<file path="src/rtl/matmul_pkg.sv">
// matmul_pkg: shared encodings for the rectangular matrix multiplier.
//   TYPE_*  : register-file access type placed on out_type
//   MAT_*   : matrix selector placed on out_matrix
//   state_t : controller FSM states (S_RD_C is only reachable when the
//             design is built with RECT_MATMUL_ACC_EN defined)
package matmul_pkg;

  localparam logic [1:0] TYPE_ROW = 2'b01;
  localparam logic [1:0] TYPE_COL = 2'b10;

  localparam logic [1:0] MAT_A = 2'b00;
  localparam logic [1:0] MAT_B = 2'b01;
  localparam logic [1:0] MAT_C = 2'b10;

  typedef enum logic [2:0] {
    S_IDLE,
    S_RD_A,
    S_RD_C,
    S_RD_B,
    S_MAC,
    S_WR_C,
    S_DONE
  } state_t;

endpackage

</file>
<file path="src/rtl/dot_product_mac.sv">
// dot_product_mac: LANES signed multipliers feeding an adder tree and a
// wide accumulator.
//   clk, rst   : clock, asynchronous active-high reset
//   clear      : load the accumulator with preload (start of a new cell)
//   enable     : add the sum of this cycle's valid lane products
//   preload    : starting value of the accumulator (0 or a sign-extended C cell)
//   a_lanes    : LANES operands, lane l at [l*CELL_WIDTH +: CELL_WIDTH]
//   b_lanes    : LANES operands, same layout
//   lane_valid : lanes with a 0 bit contribute nothing
//   acc_sum    : accumulator plus this cycle's lane total (combinational),
//                i.e. the value the accumulator takes when enable is high
module dot_product_mac #(
  parameter int CELL_WIDTH = 32,
  parameter int LANES      = 2,
  parameter int ACC_WIDTH  = 66
) (
  input  logic                        clk,
  input  logic                        rst,
  input  logic                        clear,
  input  logic                        enable,
  input  logic [ACC_WIDTH-1:0]        preload,
  input  logic [LANES*CELL_WIDTH-1:0] a_lanes,
  input  logic [LANES*CELL_WIDTH-1:0] b_lanes,
  input  logic [LANES-1:0]            lane_valid,
  output logic [ACC_WIDTH-1:0]        acc_sum
);

  localparam int PROD_WIDTH = 2 * CELL_WIDTH;

  logic [ACC_WIDTH-1:0] acc_q;
  logic [ACC_WIDTH-1:0] lane_total;
  logic [ACC_WIDTH-1:0] lane_ext [LANES];

  for (genvar l = 0; l < LANES; l++) begin : g_lane
    logic [CELL_WIDTH-1:0]        a_l;
    logic [CELL_WIDTH-1:0]        b_l;
    logic signed [PROD_WIDTH-1:0] a_x;
    logic signed [PROD_WIDTH-1:0] b_x;
    logic signed [PROD_WIDTH-1:0] p_l;

    assign a_l = a_lanes[l*CELL_WIDTH +: CELL_WIDTH];
    assign b_l = b_lanes[l*CELL_WIDTH +: CELL_WIDTH];
    // Operands are widened explicitly so the multiply is full-width signed.
    assign a_x = {{CELL_WIDTH{a_l[CELL_WIDTH-1]}}, a_l};
    assign b_x = {{CELL_WIDTH{b_l[CELL_WIDTH-1]}}, b_l};
    assign p_l = a_x * b_x;
    assign lane_ext[l] = lane_valid[l]
                         ? {{(ACC_WIDTH-PROD_WIDTH){p_l[PROD_WIDTH-1]}}, p_l}
                         : '0;
  end

  always_comb begin
    lane_total = '0;
    for (int l = 0; l < LANES; l++) begin
      lane_total = lane_total + lane_ext[l];
    end
  end

  assign acc_sum = acc_q + lane_total;

  always_ff @(posedge clk or posedge rst) begin
    if (rst) begin
      acc_q <= '0;
    end else if (clear) begin
      acc_q <= preload;
    end else if (enable) begin
      acc_q <= acc_sum;
    end
  end

endmodule

</file>
<file path="src/rtl/rect_matrix_mult.sv">
// rect_matrix_mult: computes C = A x B for runtime shapes
// (ROWS x INNER) * (INNER x COLS), each dimension up to MAX_DIM, fetching
// A rows and B columns from the register file and writing full C rows back.
//
// Build option: RECT_MATMUL_ACC_EN -- when defined, a start with
// in_accumulate high reads each C row first and computes C += A x B.
// When undefined, in_accumulate is ignored and C is overwritten.
//
// Ports:
//   in_clk, in_reset         clock, asynchronous active-high reset
//   in_ready                 start pulse (only looked at in IDLE)
//   in_rows/inner/cols       shape, latched on start
//   in_accumulate            accumulate request, latched on start
//   in_data, in_data_ready   register-file read data and completion strobe
//   out_ack                  host acknowledge of out_ready
//   out_reg_address          row access i*MAX_DIM, column access j
//   out_type, out_matrix     access type (01 row/10 col), matrix (A/B/C)
//   out_read_en/out_write_en request strobes
//   out_data                 C row being written, cell k at [k*CELL_WIDTH +: CELL_WIDTH]
//   out_ready, out_error     completion, shape-too-large flag
module rect_matrix_mult
  import matmul_pkg::*;
#(
  parameter int CELL_WIDTH    = 32,
  parameter int MAX_DIM       = 4,
  parameter int LANES         = 2,
  parameter int ADDRESS_WIDTH = $clog2(MAX_DIM*MAX_DIM),
  parameter int DIM_WIDTH     = $clog2(MAX_DIM+1)
) (
  input  logic                          in_clk,
  input  logic                          in_reset,
  input  logic                          in_ready,
  input  logic [DIM_WIDTH-1:0]          in_rows,
  input  logic [DIM_WIDTH-1:0]          in_inner,
  input  logic [DIM_WIDTH-1:0]          in_cols,
  input  logic                          in_accumulate,
  input  logic [MAX_DIM*CELL_WIDTH-1:0] in_data,
  input  logic                          in_data_ready,
  input  logic                          out_ack,
  output logic [ADDRESS_WIDTH-1:0]      out_reg_address,
  output logic [1:0]                    out_type,
  output logic [1:0]                    out_matrix,
  output logic                          out_read_en,
  output logic                          out_write_en,
  output logic [MAX_DIM*CELL_WIDTH-1:0] out_data,
  output logic                          out_ready,
  output logic                          out_error
);

  localparam int ACC_WIDTH = 2*CELL_WIDTH + $clog2(MAX_DIM);

  // Register-file handshake: a request is the enable (read or write) plus
  // address/type/matrix/out_data, all registered and held unchanged while
  // req_q is set. The request completes on the first clock edge that sees
  // in_data_ready high; read data is captured on that edge and the enable
  // drops, so at least one idle cycle precedes the next request.
  state_t                 state;
  logic                   req_q;
  logic [DIM_WIDTH-1:0]   rows_q, inner_q, cols_q;
  logic [DIM_WIDTH-1:0]   i_q, j_q, k_q;
  logic [CELL_WIDTH-1:0]  a_row [MAX_DIM];
  logic [CELL_WIDTH-1:0]  b_col [MAX_DIM];

  logic                        shape_big, shape_zero;
  logic                        mac_clear, mac_enable, mac_last;
  logic [ACC_WIDTH-1:0]        mac_preload, mac_sum;
  logic [LANES*CELL_WIDTH-1:0] a_lanes, b_lanes;
  logic [LANES-1:0]            lane_valid;
  logic [ADDRESS_WIDTH-1:0]    row_addr, col_addr;
  logic                        unused_mac_hi;

  assign shape_big  = (in_rows  > DIM_WIDTH'(MAX_DIM)) ||
                      (in_inner > DIM_WIDTH'(MAX_DIM)) ||
                      (in_cols  > DIM_WIDTH'(MAX_DIM));
  assign shape_zero = (in_rows == '0) || (in_inner == '0) || (in_cols == '0);

  assign row_addr = ADDRESS_WIDTH'(int'(i_q) * MAX_DIM);
  assign col_addr = ADDRESS_WIDTH'(j_q);

  assign mac_enable = (state == S_MAC);
  assign mac_clear  = (state == S_RD_B) && req_q && in_data_ready;
  assign mac_last   = (int'(k_q) + LANES) >= int'(inner_q);
  assign unused_mac_hi = ^mac_sum[ACC_WIDTH-1:CELL_WIDTH];

  // Route cells k_q .. k_q+LANES-1 to the lanes; lanes past INNER are masked.
  always_comb begin
    a_lanes    = '0;
    b_lanes    = '0;
    lane_valid = '0;
    for (int l = 0; l < LANES; l++) begin
      for (int c = 0; c < MAX_DIM; c++) begin
        if (c == int'(k_q) + l) begin
          a_lanes[l*CELL_WIDTH +: CELL_WIDTH] = a_row[c];
          b_lanes[l*CELL_WIDTH +: CELL_WIDTH] = b_col[c];
        end
      end
      lane_valid[l] = (int'(k_q) + l) < int'(inner_q);
    end
  end

`ifdef RECT_MATMUL_ACC_EN
  logic                  acc_mode_q;
  logic [CELL_WIDTH-1:0] c_old [MAX_DIM];

  // Each output cell starts from the old C cell when accumulating.
  always_comb begin
    mac_preload = '0;
    if (acc_mode_q) begin
      for (int c = 0; c < MAX_DIM; c++) begin
        if (c == int'(j_q)) begin
          mac_preload = {{(ACC_WIDTH-CELL_WIDTH){c_old[c][CELL_WIDTH-1]}}, c_old[c]};
        end
      end
    end
  end
`else
  logic unused_accumulate;
  assign unused_accumulate = in_accumulate;
  assign mac_preload       = '0;
`endif

  dot_product_mac #(
    .CELL_WIDTH (CELL_WIDTH),
    .LANES      (LANES),
    .ACC_WIDTH  (ACC_WIDTH)
  ) u_mac (
    .clk        (in_clk),
    .rst        (in_reset),
    .clear      (mac_clear),
    .enable     (mac_enable),
    .preload    (mac_preload),
    .a_lanes    (a_lanes),
    .b_lanes    (b_lanes),
    .lane_valid (lane_valid),
    .acc_sum    (mac_sum)
  );

  always_ff @(posedge in_clk or posedge in_reset) begin
    if (in_reset) begin
      state           <= S_IDLE;
      req_q           <= 1'b0;
      rows_q          <= '0;
      inner_q         <= '0;
      cols_q          <= '0;
      i_q             <= '0;
      j_q             <= '0;
      k_q             <= '0;
      out_reg_address <= '0;
      out_type        <= '0;
      out_matrix      <= '0;
      out_read_en     <= 1'b0;
      out_write_en    <= 1'b0;
      out_data        <= '0;
      out_ready       <= 1'b0;
      out_error       <= 1'b0;
      for (int c = 0; c < MAX_DIM; c++) begin
        a_row[c] <= '0;
        b_col[c] <= '0;
      end
`ifdef RECT_MATMUL_ACC_EN
      acc_mode_q <= 1'b0;
      for (int c = 0; c < MAX_DIM; c++) c_old[c] <= '0;
`endif
    end else begin
      case (state)
        S_IDLE: begin
          if (in_ready) begin
            rows_q  <= in_rows;
            inner_q <= in_inner;
            cols_q  <= in_cols;
            i_q     <= '0;
            j_q     <= '0;
`ifdef RECT_MATMUL_ACC_EN
            acc_mode_q <= in_accumulate;
`endif
            if (shape_big) begin
              out_error <= 1'b1;
              out_ready <= 1'b1;
              state     <= S_DONE;
            end else if (shape_zero) begin
              out_ready <= 1'b1;
              state     <= S_DONE;
            end else begin
              state <= S_RD_A;
            end
          end
        end

        S_RD_A: begin
          if (!req_q) begin
            req_q           <= 1'b1;
            out_read_en     <= 1'b1;
            out_reg_address <= row_addr;
            out_type        <= TYPE_ROW;
            out_matrix      <= MAT_A;
            out_data        <= '0;  // fresh C row: cells past COLS stay 0
          end else if (in_data_ready) begin
            req_q       <= 1'b0;
            out_read_en <= 1'b0;
            for (int c = 0; c < MAX_DIM; c++) a_row[c] <= in_data[c*CELL_WIDTH +: CELL_WIDTH];
            j_q <= '0;
`ifdef RECT_MATMUL_ACC_EN
            state <= acc_mode_q ? S_RD_C : S_RD_B;
`else
            state <= S_RD_B;
`endif
          end
        end

`ifdef RECT_MATMUL_ACC_EN
        S_RD_C: begin
          if (!req_q) begin
            req_q           <= 1'b1;
            out_read_en     <= 1'b1;
            out_reg_address <= row_addr;
            out_type        <= TYPE_ROW;
            out_matrix      <= MAT_C;
          end else if (in_data_ready) begin
            req_q       <= 1'b0;
            out_read_en <= 1'b0;
            for (int c = 0; c < MAX_DIM; c++) c_old[c] <= in_data[c*CELL_WIDTH +: CELL_WIDTH];
            state <= S_RD_B;
          end
        end
`endif

        S_RD_B: begin
          if (!req_q) begin
            req_q           <= 1'b1;
            out_read_en     <= 1'b1;
            out_reg_address <= col_addr;
            out_type        <= TYPE_COL;
            out_matrix      <= MAT_B;
          end else if (in_data_ready) begin
            req_q       <= 1'b0;
            out_read_en <= 1'b0;
            for (int c = 0; c < MAX_DIM; c++) b_col[c] <= in_data[c*CELL_WIDTH +: CELL_WIDTH];
            k_q   <= '0;
            state <= S_MAC;
          end
        end

        S_MAC: begin
          k_q <= k_q + DIM_WIDTH'(LANES);
          if (mac_last) begin
            // Store the final sum directly; low bits only (wraparound).
            for (int c = 0; c < MAX_DIM; c++) begin
              if (c == int'(j_q)) out_data[c*CELL_WIDTH +: CELL_WIDTH] <= mac_sum[CELL_WIDTH-1:0];
            end
            if ((j_q + DIM_WIDTH'(1)) < cols_q) begin
              j_q   <= j_q + DIM_WIDTH'(1);
              state <= S_RD_B;
            end else begin
              state <= S_WR_C;
            end
          end
        end

        S_WR_C: begin
          if (!req_q) begin
            req_q           <= 1'b1;
            out_write_en    <= 1'b1;
            out_reg_address <= row_addr;
            out_type        <= TYPE_ROW;
            out_matrix      <= MAT_C;
          end else if (in_data_ready) begin
            req_q        <= 1'b0;
            out_write_en <= 1'b0;
            if ((i_q + DIM_WIDTH'(1)) < rows_q) begin
              i_q   <= i_q + DIM_WIDTH'(1);
              state <= S_RD_A;
            end else begin
              out_ready <= 1'b1;
              state     <= S_DONE;
            end
          end
        end

        S_DONE: begin
          if (out_ack) begin
            out_ready <= 1'b0;
            out_error <= 1'b0;
            state     <= S_IDLE;
          end
        end

        default: state <= S_IDLE;
      endcase
    end
  end

endmodule
</file>
<file path="config.mk">
export PLATFORM = sky130hd
export DESIGN_NAME = rect_matrix_mult
export DESIGN_NICKNAME = d
export VERILOG_FILES = /design/src/rtl/matmul_pkg.sv /design/src/rtl/dot_product_mac.sv /design/src/rtl/rect_matrix_mult.sv
export SDC_FILE = /design/constraint.sdc
export NUM_CORES = 2
export LEC_CHECK = 0
export BUFFER_PORTS_ARGS = -buffer_cell sky130_fd_sc_hd__buf_4
export CAP_MARGIN = 30
export CORE_AREA = 2 2 302 304
export CTS_CLUSTER_SIZE = 16
export DETAILED_ROUTE_END_ITERATION = 10
export DIE_AREA = 0 0 304 306
export PLACE_DENSITY_LB_ADDON = 0.25
export SLEW_MARGIN = 15
export SYNTH_ARGS = -nofsm -noshare
export SYNTH_HDL_FRONTEND = slang
export SYNTH_SLANG_ARGS = --single-unit
</file>
<file path="constraint.sdc">
create_clock -name in_clk -period 20.6 [get_ports in_clk]
set_input_delay 2.06 -clock in_clk [delete_from_list [all_inputs] [get_ports in_clk]]
set_output_delay 2.06 -clock in_clk [all_outputs]
set_load 0.02 [all_outputs]
</file>
# Word-level counts from Yosys, hierarchy flattened
# Index checks and enable logic that the tools add are counted.
# op_classes
addsub	7
n_mul	2
div	0
order_cmp	8
eq_ne	37
n_shift	0
mux	75
bitwise	0
reduce_logical	42
# ops
op	n
$mux 32	20
$mux 66	4
$mux 128	2
$pmux 128 s2	1
$add 66x66->66	2
$mul 32x32->64	2
$eq 3x32->1 const A	2
$logic_not 32->1	2
$mux 3	21
$eq 2x32->1 const A	1
$ne 2x2->1 const B	16
$reduce_and 4->1	6
$pmux 3 s6	1
$logic_not 3->1	5
$mux 1	13
$eq 3x3->1 const A	4
$ne 2x1->1 const B	6
$pmux 3 s2	2
$reduce_and 3->1	4
$reduce_bool 2->1	6
$eq 3x3->1 const B	3
$gt 3x3->1 const B	3
$lt 3x3->1	3
$pmux 3 s3	1
27 further kinds	41
# totals
register_bits	484
latchBits	0
ram_bits	0
rom_bits	0
out_inout_bits	140
mem_count	0

# Depth between registers and ports, before layout
# depth
depth_word	13
ltp_mapped	53
depth_no_buf	46

# Modules after synthesis
# Synthesis repeated with hierarchy kept, for this count alone.
# unflattened
cells_unflattened	10668
hier_area_um2	98903.6
# modules_own_cells
module	n_inst	cells_each	area_per_inst_um2	seq_area_each_um2
dot_product_mac	1	8820	80866.3	1651.6
rect_matrix_mult	1	1848	18037.3	10435.0

# Worst setup path after synthesis
# No wires, ideal clock.
# synth_timing
kind	flip-flop to flip-flop
startpoint	reg k_q[2]
endpoint	reg out_data[95]
setup_ns	0.092
arrival_time_ns	11.693
required_ns	20.508
setup_slack_ns	8.815
stages_incl_launch_ff	52
n_path_buf	8
period_less_slack_ns	11.785
path_cell_list	dfrtp_1 -> inv_1 -> ha_1 -> buf_6 -> buf_4 -> buf_2 -> buf_2 -> buf_2 -> clkbuf_1 -> clkbuf_1 -> nand2_1 -> o21ai_0 -> clkbuf_1 -> nand2_1 -> fa_1 -> inv_1 -> fa_1 -> inv_1 -> [16 not listed] -> a21o_1 -> a21o_1 -> xor2_1 -> nand2_1 -> fa_1 -> inv_1 -> ha_1 -> a21o_1 -> a21oi_1 -> o21ai_0 -> and2_1 -> a41o_1 -> or4_1 -> a31oi_1 -> a21oi_1 -> nor2_1 -> xnor2_2 -> o31ai_2
# synth_via
elab_chain_len	13
# synth_rtl
element	line	text
start, declared	rect_matrix_mult.sv:60	logic [DIM_WIDTH-1:0] i_q, j_q, k_q;
start signal, assigned	rect_matrix_mult.sv:244	k_q <= k_q + DIM_WIDTH'(LANES);
$add 3x1->4	rect_matrix_mult.sv:92, rect_matrix_mult.sv:97	
$logic_not 32->1	rect_matrix_mult.sv:92	if (c == int'(k_q) + l) begin
$mux 32 (4 in a row)	rect_matrix_mult.sv:92	
$mul 32x32->64	dot_product_mac.sv:46	assign p_l = a_x * b_x;
$mux 66	dot_product_mac.sv:48	? {{(ACC_WIDTH-PROD_WIDTH){p_l[PROD_WIDTH-1]}}, p_l}
$add 66x66->66	dot_product_mac.sv:55	lane_total = lane_total + lane_ext[l];
$add 66x66->66	dot_product_mac.sv:59	assign acc_sum = acc_q + lane_total;
$mux 32	rect_matrix_mult.sv:248	if (c == int'(j_q)) out_data[c*CELL_WIDTH +: CELL_WIDTH] <= mac_sum[CELL_WIDTH-1:0];
$mux 128	rect_matrix_mult.sv:245	if (mac_last) begin
$pmux 128 s2	rect_matrix_mult.sv:165	case (state)
end, declared	rect_matrix_mult.sv:45	output logic [MAX_DIM*CELL_WIDTH-1:0] out_data,
# Several ways; a longest one is shown, not always the timed one. The select of a mux whose other input is x is not followed.
# A chain may end at the register's enable or synchronous reset.

# Worst setup path after layout
# layout_timing
startpoint	reg k_q[2]
endpoint	reg out_data[31]
# The elaborated chain is that of the path after synthesis.

==> flow_summary.toml <==
[clocking]
insertion_delay_ns = 0.65
cts_hold_buffers = 0
post_cts_buffers = 0
cts_root_buf = "clkbuf_16"
cts_buffer_depth = 3
numClockSinks = 449
cts_made_buffers = 50
cts_tree = "done"
htreeDepth = 2
cts-resized-gates = 0
clkTransAtPathRegs_ns = 0.07

[critical_path]
cp-end-kind = "flop"
cpLargestDelayFamily = "adder cells"
path_class = "reg -> reg"
cp_max_fo = 100
reg2reg_slack_ns = 7.43
timing.rr.end = "out_data[31]"
cp.required_ns = 21.10
slowest_delay_ns = 0.90
startpoint_type = "flop"
worstPathArrival_ns = 13.67
ff2ff_path_depth = 44
r2r-start = "k_q[2]"
cp.buffers_inverters = 10
slowest_stage = "a22o_1"

[layout]
syn_to_final_growth_pct = 9.681
final_layout_size_suffix_gt1_share_pct = 10.25
multiInputGateArea_um2 = 37470
nNetsFinal = 7606
fillCellCount = 7299
final_util_pct = 65.62
regArea_um2 = 11240

[routing]
num_vias = 42594
wl_met2_mm = 74.95
wl_per_cell_um = 20.51
drtAntennaViolNets = 0
drc = 0
wl_met1_mm = 57.78
drt_first_pass_iters = 6
drtIter0Drc = 3430
met3_length_mm = 11.95
vias_per_cell = 5.694
wl_mm = 153.4
routed.top_layer = "met4"

[outcome]
status = "complete, no violations"

[sta]
max_slew_margin_pct = 22.02
slew_viol_final = 0
fin_tns_setup_ns = 0
finalHoldViolations = 0
rsz0062_at_grt = "no"
setup_viol = 0
finClkSkew_ns = 0.05487
min_period_ns = 13.17
tightestPinTransition_ns = 1.170
min_period_over_period_pct = 63.92
max_freq_mhz = 75.94

[global_routing]
antenna_found_initial = 1
grt_max_degree = 229
grt_overflow = 0
grt_pass1_wl_mm = 241.9
grtUsageTotal_pct = 33.51
grt_pass1_vias = 43971

[place]
io_buffers = 281
dp_hpwl_mm = 120.7
gp_congestion = 0.9868

[logic_synthesis]
synth_top_area_share_pct = 31.70
ys_seq_elements = 449
async_flop_share_pct = 100.0
syn-mean-instance-area_um2 = 8.798
synth.distinct_cells = 74
netlist_area_um2 = 53610
synth_top_area_cell = "fa_1"
yosys_warnings = 0
syn_inst = 6093
synth-edff-count = 0
synth.area.top_cells = "fa_1 32%, dfrtp_1 21%, nand2_1 9.2%"
ys.flop_type = "dfrtp_1"
seq_area_frac_synth_pct = 20.96
synth_nets = 7434

[floorplanning]
fp.coreArea_um2 = 89600
dieArea_um2 = 93020
die_y_um = 306
boundaryPins = 283
rows = 110
die_width_um = 304
initial_core_util_pct = 59.83

[hold_path]
hold_path_class = "reg -> reg"
whs_path_depth = 2
hp-start = "b_col[107]"
hold_path_end = "b_col[107]"

[flow_run]
drv_cap = 0
==> metrics by stage <==
step | hold slack, ns | cell area (um2) | std cells | setup slack (ns)
after floorplan | 0.4379 | 53610 | 6093 | 6.026
final | 0.4686 | 58800 | 7481 | 7.432
after global routing | 0.4963 | 58800 | 7480 | 6.736
after global placement | 0.4507 | 56890 | 7373 | 7.794
after CTS | 0.4702 | 58580 | 7469 | 7.582
after detailed placement | 0.4555 | 56940 | 7378 | 7.662
==> cell families (layout without fill, tap and decap cells) <==
kind of cell | Yosys count | in the layout | synth area share, %
AND/OR/NAND/NOR | 2144 | 2144 | 16.06
buffers and inverters | 1304 | 1515 | 9.319
adder cells (fa/ha/maj) | 1198 | 1198 | 39.85
AO/OA/AOI/OAI | 690 | 690 | 7.868
flip-flops | 449 | 449 | 20.96
XOR/XNOR | 175 | 175 | 3.160
multiplexers | 133 | 133 | 2.787
other | 0 | 1 | 0
==> registers in the layout (all words and copies together), names as in the netlist <==
name / cells
req_q: 1
j_q: 3
out_data: 128
a_row: 128
k_q: 2
out_type: 2
cols_q: 3
state: 3
out_error: 1
rows_q: 3
u_mac.acc_q: 32
inner_q: 3
out_reg_address: 4
out_ready: 1
b_col: 128
out_matrix: 2
i_q: 3
out_write_en: 1
out_read_en: 1
==> layer usage <==
layer  vias up  global-route usage [%]
met2      1793                   56.40
li1      18993                       -
met4         0                   17.00
met3       465                   5.454
met1     21343                   42.12
met5         -                       0
==> layout make-up <==
type / count / area share, %
sequential: 449 / 19.11
clock inverter: 22 / 0.3830
multi-input combinational: 4340 / 63.73
timing repair buffer: 386 / 5.209
tap: 1176 / 2.502
antenna: 1 / 0.004256
clock buffer: 69 / 2.419
inverter: 1038 / 6.639
==> synthesized netlist by cell type, drive strengths merged (42+ instances only) <==
master,number
nand2,1311
inv,1038
fa,849
nor2,582
dfrtp,449
ha,349
o21ai,291
clkbuf,224
xnor2,131
mux2,130
a21oi,124
nand3,91
o21a,87
buf,42
==> layout by cell type (no fill, tap or decap), types with 15 or more instances in the layout <==
cell       count
xnor2_1      128
or3_1         15
o21bai_1      15
a22o_1        32
o21ai_0      241
o21ai_1       43
o21a_1        86
clkbuf_16     50
fa_1         849
nand3_1       90
a21o_1        39
ha_1         346
a22oi_1       24
nor2_1       581
buf_4        368
a21oi_1      119
nor3_1        20
xor2_1        34
nand2_1     1311
nor2b_1       25
dfrtp_1      449
nand2b_1      17
inv_1       1037
a31oi_1       20
and2_1        16
mux2_2       130
==> worst max path at each step <==
stage | to | from | slack (ns) | depth (start not counted)
3_3_place_gp | out_data[95] | k_q[2] | 7.79 | 44
5_1_grt | out_data[95] | k_q[2] | 6.74 | 45
3_5_place_dp | out_data[95] | k_q[2] | 7.66 | 45
4_1_cts | out_data[31] | k_q[2] | 7.58 | 45
2_1_floorplan | a_row[0] | in_reset | 6.03 | 1
6_report | out_data[31] | k_q[2] | 7.43 | 44
==> worst min-delay path, cell delays in order (launching register included) <==
cell	delay, ns
dfrtp_1	0.34
nand2_1	0.05
nand2_1	0.05
Power is left out: the tool's default activity adds up to more than one toggle a clock period on the data nets, which glitch-free logic cannot reach.
